<file path="config.mk">
export PLATFORM = sky130hd
export DESIGN_NAME = byte_bus_responder_flat
export DESIGN_NICKNAME = d
export VERILOG_FILES = /design/src/rtl/byte_bus_responder_if.sv /design/src/rtl/byte_bus_responder.sv /design/src/flat_wrapper.sv
export SDC_FILE = /design/constraint.sdc
export NUM_CORES = 1
export LEC_CHECK = 0
export CORE_MARGIN = 3
export CORE_UTILIZATION = 50
export CTS_CLUSTER_DIAMETER = 40
export DETAILED_ROUTE_END_ITERATION = 16
export DONT_BUFFER_PORTS = 1
export GPL_TIMING_DRIVEN = 0
export PLACE_DENSITY_LB_ADDON = 0.12
export SLEW_MARGIN = 10
export SYNTH_ARGS = -nofsm -noshare
export SYNTH_HDL_FRONTEND = slang
export SYNTH_SLANG_ARGS = --single-unit
</file>
<file path="constraint.sdc">
create_clock -name clk -period 4.2 [get_ports clk]
set_input_delay 0.42 -clock clk [delete_from_list [all_inputs] [get_ports clk]]
set_output_delay 0.42 -clock clk [all_outputs]
set_load 0.01 [all_outputs]
</file>
<file path="src/rtl/byte_bus_responder_if.sv">
// Bus-side and memory-side signal bundle for byte_bus_responder.
// The slave modport is the responder's view; master is the initiator/memory environment.
interface byte_bus_responder_if;
    logic        bus_start;
    logic        bus_rw;
    logic [7:0]  bus_addr;
    logic [7:0]  bus_wdata;
    logic        bus_ready;
    logic [7:0]  bus_rdata;
    logic        bus_rdata_oe;
    logic        mem_req;
    logic        mem_we;
    logic [31:0] mem_addr;
    logic [31:0] mem_wdata;
    logic [31:0] mem_rdata;
    logic        mem_ack;

    modport slave (
        input  bus_start, bus_rw, bus_addr, bus_wdata, mem_rdata, mem_ack,
        output bus_ready, bus_rdata, bus_rdata_oe, mem_req, mem_we, mem_addr, mem_wdata
    );

    modport master (
        output bus_start, bus_rw, bus_addr, bus_wdata, mem_rdata, mem_ack,
        input  bus_ready, bus_rdata, bus_rdata_oe, mem_req, mem_we, mem_addr, mem_wdata
    );
endinterface

</file>
<file path="src/rtl/byte_bus_responder.sv">
// Target end of the 8-bit byte-serial bus: collects 4 address/data beats, issues one word
// request, then returns the word as 4 bytes. Define BYTE_BUS_RESP_TIMEOUT_EN for the MEM abort.
module byte_bus_responder #(
    parameter int unsigned TIMEOUT_CYCLES = 255,
    parameter logic [31:0] ERR_WORD       = 32'hDEAD_BEEF
) (
    input  logic                  clk,
    input  logic                  rst,
    byte_bus_responder_if.slave   bus,
    output logic                  proto_err
`ifdef BYTE_BUS_RESP_TIMEOUT_EN
    ,
    output logic                  timeout_err
`endif
);

    typedef enum logic [1:0] {IDLE, ADDR, MEM, RESP} state_t;

    state_t      state;
    logic        rw;
    logic [1:0]  beat;
    logic [23:0] resp_shift;
    logic [31:0] resp_word;
    logic        timed_out;

`ifdef BYTE_BUS_RESP_TIMEOUT_EN
    logic [31:0] mem_cycles;

    assign timed_out = (state == MEM) && !bus.mem_ack
                       && (mem_cycles == 32'(TIMEOUT_CYCLES - 1));

    always_ff @(posedge clk or posedge rst) begin
        if (rst) begin
            mem_cycles  <= '0;
            timeout_err <= 1'b0;
        end else begin
            if (state == MEM && !bus.mem_ack)
                mem_cycles <= mem_cycles + 32'd1;
            else
                mem_cycles <= '0;
            if (timed_out)
                timeout_err <= 1'b1;
        end
    end
`else
    assign timed_out = 1'b0;
`endif

    // Writes answer with zeros; an aborted request answers with ERR_WORD.
    always_comb begin
        resp_word = bus.mem_rdata;
        if (timed_out)
            resp_word = ERR_WORD;
        else if (rw)
            resp_word = '0;
    end

    always_ff @(posedge clk or posedge rst) begin
        if (rst) begin
            state            <= IDLE;
            rw               <= 1'b0;
            beat             <= '0;
            resp_shift       <= '0;
            proto_err        <= 1'b0;
            bus.bus_ready    <= 1'b0;
            bus.bus_rdata    <= '0;
            bus.bus_rdata_oe <= 1'b0;
            bus.mem_req      <= 1'b0;
            bus.mem_we       <= 1'b0;
            bus.mem_addr     <= '0;
            bus.mem_wdata    <= '0;
        end else begin
            if (bus.bus_start && state != IDLE)
                proto_err <= 1'b1;

            case (state)
                IDLE: begin
                    if (bus.bus_start) begin
                        rw    <= bus.bus_rw;
                        beat  <= '0;
                        state <= ADDR;
                    end
                end
                ADDR: begin
                    // Little-endian: after four shifts beat 0 lands in [7:0].
                    bus.mem_addr  <= {bus.bus_addr, bus.mem_addr[31:8]};
                    bus.mem_wdata <= {bus.bus_wdata, bus.mem_wdata[31:8]};
                    beat          <= beat + 2'd1;
                    if (beat == 2'd3) begin
                        bus.mem_req <= 1'b1;
                        bus.mem_we  <= rw;
                        state       <= MEM;
                    end
                end
                MEM: begin
                    if (bus.mem_ack || timed_out) begin
                        bus.mem_req      <= 1'b0;
                        bus.mem_we       <= 1'b0;
                        bus.bus_ready    <= 1'b1;
                        bus.bus_rdata    <= resp_word[7:0];
                        bus.bus_rdata_oe <= ~rw;
                        resp_shift       <= resp_word[31:8];
                        beat             <= '0;
                        state            <= RESP;
                    end
                end
                RESP: begin
                    beat <= beat + 2'd1;
                    if (beat == 2'd3) begin
                        bus.bus_ready    <= 1'b0;
                        bus.bus_rdata    <= '0;
                        bus.bus_rdata_oe <= 1'b0;
                        state            <= IDLE;
                    end else begin
                        bus.bus_rdata <= resp_shift[7:0];
                        resp_shift    <= {8'h00, resp_shift[23:8]};
                    end
                end
                default: state <= IDLE;
            endcase
        end
    end

endmodule

</file>
<file path="src/flat_wrapper.sv">
// flat-port wrapper written by rule: the top's interface ports become plain ports
module byte_bus_responder_flat 
#(
    parameter int unsigned TIMEOUT_CYCLES = 255,
    parameter logic [31:0] ERR_WORD       = 32'hDEAD_BEEF
)
  (clk, rst, proto_err, bus_bus_start, bus_bus_rw, bus_bus_addr, bus_bus_wdata, bus_mem_rdata, bus_mem_ack, bus_bus_ready, bus_bus_rdata, bus_bus_rdata_oe, bus_mem_req, bus_mem_we, bus_mem_addr, bus_mem_wdata);
  byte_bus_responder_if bus_i ();
  input  logic clk;
  input  logic rst;
  output logic proto_err;
  input wire logic [$bits(bus_i.bus_start)-1:0] bus_bus_start;
  input wire logic [$bits(bus_i.bus_rw)-1:0] bus_bus_rw;
  input wire logic [$bits(bus_i.bus_addr)-1:0] bus_bus_addr;
  input wire logic [$bits(bus_i.bus_wdata)-1:0] bus_bus_wdata;
  input wire logic [$bits(bus_i.mem_rdata)-1:0] bus_mem_rdata;
  input wire logic [$bits(bus_i.mem_ack)-1:0] bus_mem_ack;
  output wire logic [$bits(bus_i.bus_ready)-1:0] bus_bus_ready;
  output wire logic [$bits(bus_i.bus_rdata)-1:0] bus_bus_rdata;
  output wire logic [$bits(bus_i.bus_rdata_oe)-1:0] bus_bus_rdata_oe;
  output wire logic [$bits(bus_i.mem_req)-1:0] bus_mem_req;
  output wire logic [$bits(bus_i.mem_we)-1:0] bus_mem_we;
  output wire logic [$bits(bus_i.mem_addr)-1:0] bus_mem_addr;
  output wire logic [$bits(bus_i.mem_wdata)-1:0] bus_mem_wdata;
  assign bus_i.bus_start = bus_bus_start;
  assign bus_i.bus_rw = bus_bus_rw;
  assign bus_i.bus_addr = bus_bus_addr;
  assign bus_i.bus_wdata = bus_bus_wdata;
  assign bus_i.mem_rdata = bus_mem_rdata;
  assign bus_i.mem_ack = bus_mem_ack;
  assign bus_bus_ready = bus_i.bus_ready;
  assign bus_bus_rdata = bus_i.bus_rdata;
  assign bus_bus_rdata_oe = bus_i.bus_rdata_oe;
  assign bus_mem_req = bus_i.mem_req;
  assign bus_mem_we = bus_i.mem_we;
  assign bus_mem_addr = bus_i.mem_addr;
  assign bus_mem_wdata = bus_i.mem_wdata;
  byte_bus_responder #(.TIMEOUT_CYCLES(TIMEOUT_CYCLES), .ERR_WORD(ERR_WORD)) u_core (.clk(clk), .rst(rst), .bus(bus_i), .proto_err(proto_err));
endmodule
</file>
Word-level counts from Yosys, hierarchy flattened
Cells that the tools add are included.

RAM bits: 0. Memories: 0. Bits in latches: 0. Register bits after elaboration: 106. Output and inout port bits: 77. Memory bits (read-only): 0.

Order comparisons: 0. Reductions and logical operators: 13. Shift operators: 0. Divide/modulo/power cells: 0. Eq/ne operators: 9. Mux-type cells: 25. $add $sub $neg: 1. Bitwise operators: 1. Multiply operators: 0.

Operators by type and width (number): 24-bit two-way mux (2); 24-bit one-hot mux with 2 select lines (1); 32-bit two-way mux (1); 8-bit two-way mux (2); 8-bit one-hot mux with 2 select lines (1); 2-bit two-way mux (6); 3-bit AND reduction (3); 1-bit one-hot mux with 2 select lines (4); 2-bit one-hot mux with 4 select lines (1); 2-bit equality test (second input constant) (3); 1-bit two-way mux (6); 2-bit inequality test (second input constant) (3); 2-bit one-hot mux with 3 select lines (1); 2-bit AND reduction (3); 2-bit nonzero test (3); 2-bit by 1-bit inequality test with 1-bit output (second input constant) (2); 4-bit AND reduction (1); 2-bit by 1-bit adder with 2-bit output (second input constant) (1); 2-bit by 1-bit equality test with 1-bit output (second input constant) (1); 2-bit logical NOT (1); 2-bit OR reduction (1); 1-bit logical AND (1); 1-bit NOT (1).

Depth between registers and ports, before layout
Word-level depth: 3. Gate-level depth with buffers: 7. Gate-level depth less buffers: 5.

Worst setup path after synthesis
No wires, ideal clock.

Path kind: register to register. From: reg u_core.state[0]. To: reg u_core.resp_shift[10]. Data required time: 4.075 ns. Period minus slack after synthesis: 1.852 ns. Arrival: 1.727 ns. Path slack: 2.348 ns. Stages on the path, launching flop included: 7. Setup time: 0.125 ns. Cell sequence: dfrtp_1 -> inv_1 -> ha_1 -> nor2b_1 -> a211oi_4 -> buf_6 -> mux2_2.

Cells in the longest elaborated chain, start to end: 3. Elaborated cells on any way between the ends: 7. Classes of those cells: 4 x eq/ne; 1 x mux; 2 x reduce/logical.

Ends and longest elaborated chain: from (decl) (line byte_bus_responder.sv:19) `state_t state;`; from (signal assigned) (line byte_bus_responder.sv:60) `state <= IDLE;`; from (signal assigned) (line byte_bus_responder.sv:81) `state <= ADDR;`; from (signal assigned) (line byte_bus_responder.sv:92) `state <= MEM;`; 2-bit equality test (line byte_bus_responder.sv:76) `case (state)`; 2-bit inequality test (no line) / 2-bit nonzero test (equally long branches); 3-bit AND reduction (no line); to (signal assigned) (line byte_bus_responder.sv:102) `resp_shift <= resp_word[31:8];`; to (signal assigned) (line byte_bus_responder.sv:116) `resp_shift <= {8'h00, resp_shift[23:8]};`; to (decl) (line byte_bus_responder.sv:22) `logic [23:0] resp_shift;`.

Several ways; a longest one is shown, not always the timed one. A chain may end at the register's enable or synchronous reset.

Final worst setup path
From: reg u_core.state[0]. To: reg u_core.resp_shift[6].

Same word-level chain as after synthesis.

==> qor.txt <==
vias per std cell: 5.66
Final Hold Viols: 0
peak fanout along the critical path: 10
Post-CTS Setup Repair Bufs: 0
Critical Path Start Type: flop
Syn Area/Cell: 13.7 um2
Rows: 33
DP Wirelength: 6220 um
Sink Count: 106
pin count of the biggest net entering global routing: 59
total clock buffers created by CTS: 9
Syn-to-layout area delta: 7.88%
VDD IR max: 399 uV
hold_buf cts: 1
Switching Power: 1.59 mW
CP max stage delay: 0.44 ns
Tcrit/Tclk final: 49.1%
slowest CP cell: dfrtp_1
via count: 2534
status: complete, no violations
post-route minimum period: 2.06 ns
most frequent cells in the layout: dfrtp_1 (106), mux2_2 (81), nand2_1 (20)
placed insts: 431
average wire per cell in the routed design: 19.0 um
Total Wirelength: 8520 um
Worst Path Required: 4.45 ns
Seq pwr share: 49.3%
grt met1 use: 23.1%
Cell Area, Synth: 0.00446 mm2
Final Wtd Congestion: 0.774
Die X: 100 um
Initial Util: 53.0%
clock latency on the worst-skew pair: 0.36 ns
busiest grt layer: met2
Final TNS setup: 0 ns
Antenna Nets Post-Route: 0
full die area: 0.0101 mm2
layout cells sized above 1: 33.8%
gr usage total: 17.8%
CP Class: flop to flop
Longest Clk Path Bufs: 2
final instance area: 0.00482 mm2
Clk pwr share: 13.5%
number of synthesized register bits: 106
GRT overflow: 0
CP endpoint kind: flop
Residual DRC: 0
initial antenna violation count: 0
PD cells: 871 mW/mm2
IO Port Bufs: 0
crit-path cells: inv_1, ha_1, nor2b_1, a211oi_4, buf_6, mux2_2
number of global-route vias before repair: 2781
final std cells w/o fill: 448
Root Buffer: clkbuf_8
top-area cell type share of the netlist area: 59.4%
sw frac: 38.0%
register area share after synthesis: 59.4%
GRT met2 Usage: 27.9%
final layout net count: 399
number of gates resized after CTS: 0
Min-Delay Path Class: input port to flop
Slew HR: 63.5%
R2R depth: 6
dominant cells by area after synthesis: dfrtp_1 (59%), mux2_2 (20%), a22o_1 (3.5%)
clock skew: 0.00993 ns
Core ar.: 0.00842 mm2
Pint: 2.60 mW
Ports: 130
antenna fix cells: 0
Fmax: 0.485 GHz
placed cell areas: 0.00463 mm2
H-Tree Depth: 3
DRT Pass-1 Iters: 5
Slew Viols, Final: 0
fin util: 57.2%
first-pass GRT wire length: 14100 um
Clock Pin Slew Worst Setup and Hold Paths: 0.10 ns
MaxCap Viol Count: 0
Die H: 100 um
Slew @ Worst Pin: 0.546 ns
synth unique cells: 27
initial drt markers: 48
syn_nets: 386
CP arrival: 2.31 ns
Synth Instances: 325
Synth area leader: dfrtp_1
synth warn: 0
RSZ-0062 raised after global routing: false
Final setup viols: 0
P_leak: 2.14 nW
most common cell after layout, fill and taps aside: dfrtp_1
Hold Path Depth: 1
Comb power frac: 37.2%
CTS tree: yes
grt met3 use: 6.78%
==> path summary, 6_finish.rpt <==
check                      slack, ns                  from                 endpoint
setup / recovery                2.14       u_core.state[0]     u_core.resp_shift[6]
hold reg to reg                 0.52  u_core.resp_shift[2]     u_core.resp_shift[2]
min in group asynchronous       0.57                   rst    u_core.resp_shift[17]
max in group asynchronous       2.99                   rst  u_core.bus.mem_addr[12]
hold / removal                  0.18         bus_bus_start         u_core.proto_err
setup reg to reg                2.14       u_core.state[0]     u_core.resp_shift[6]
==> kinds of logic after synthesis <==
logic type                 synth area share (%)
adders and majority gates                  2.24
and+or+nand+nor                            3.11
muxes                                      23.6
buffers and inverters                      3.56
AOI/OAI and AO/OA                          8.10
DFF                                        59.4
==> registers in the layout, indices dropped and copies added, names as in the netlist, 2 cells and up <==
name,cells
u_core.beat,2
u_core.bus.mem_wdata,32
u_core.resp_shift,24
u_core.state,2
u_core.bus.mem_addr,32
u_core.bus.bus_rdata,8
==> through the flow <==
step	setup WS (ns)	total power [mW]	hold WS (ns)
CTS	2.12	4.27	0.155
global placement	-0.0851	3.62	0.492
global route	1.95	4.53	0.166
detailed placement	2.14	3.70	0.344
floorplan	0.991	3.30	0.481
finish	2.14	4.19	0.175
==> power by group through the flow <==
stage | sequential, mW | clock (mW) | combinational [mW]
2_1_floorplan | 1.96 | 0 | 1.34
3_3_place_gp | 2.09 | 0 | 1.53
3_5_place_dp | 2.11 | 0 | 1.59
4_1_cts | 2.09 | 0.594 | 1.59
5_1_grt | 2.15 | 0.629 | 1.75
6_report | 2.07 | 0.564 | 1.56
==> area by class of cell <==
class	instances	area (um2)
Clock inverter	7	53.8
Clock buffer	9	124
Multi-Input combinational cell	184	1650
Timing Repair Buffer	2	37.5
Buffer	18	95.1
Inverter	17	68.8
Tap cell	105	131
Sequential cell	106	2650
Fill cell	712	3610
==> critical path, delay by kind of cell, from the launching register on <==
kind / cells / cell delay, ns
compound gates: 1 / 0.39
mux: 1 / 0.34
flops: 1 / 0.44
buf+inv: 2 / 0.33
simple gates: 1 / 0.18
fa+ha+maj: 1 / 0.25
==> synth_stat cells <==
library cell and n:
a211oi_1 1, a211oi_4 1, a21o_1 1, a21oi_1 3, a22o_1 18, a22oi_1 8, a31o_2 1, buf_1 1
buf_2 10, buf_6 2, clkbuf_1 5, dfrtp_1 106, ha_1 8, inv_1 17, mux2_2 81, mux2_4 2
mux2i_1 11, nand2_1 20, nand2b_1 1, nand3_1 1, nor2_1 9, nor2b_1 2, o21ai_0 11, o221ai_1 1
o22ai_1 2, o2bb2ai_1 1, or2_2 1
==> per-layer routing <==
layer	share of wire, %	routed length [um]
met5	0	0
met4	1.1	94
met3	8.5	723
met2	48	4090
met1	42	3610
Note: power is estimated with default switching activity, not from simulation.
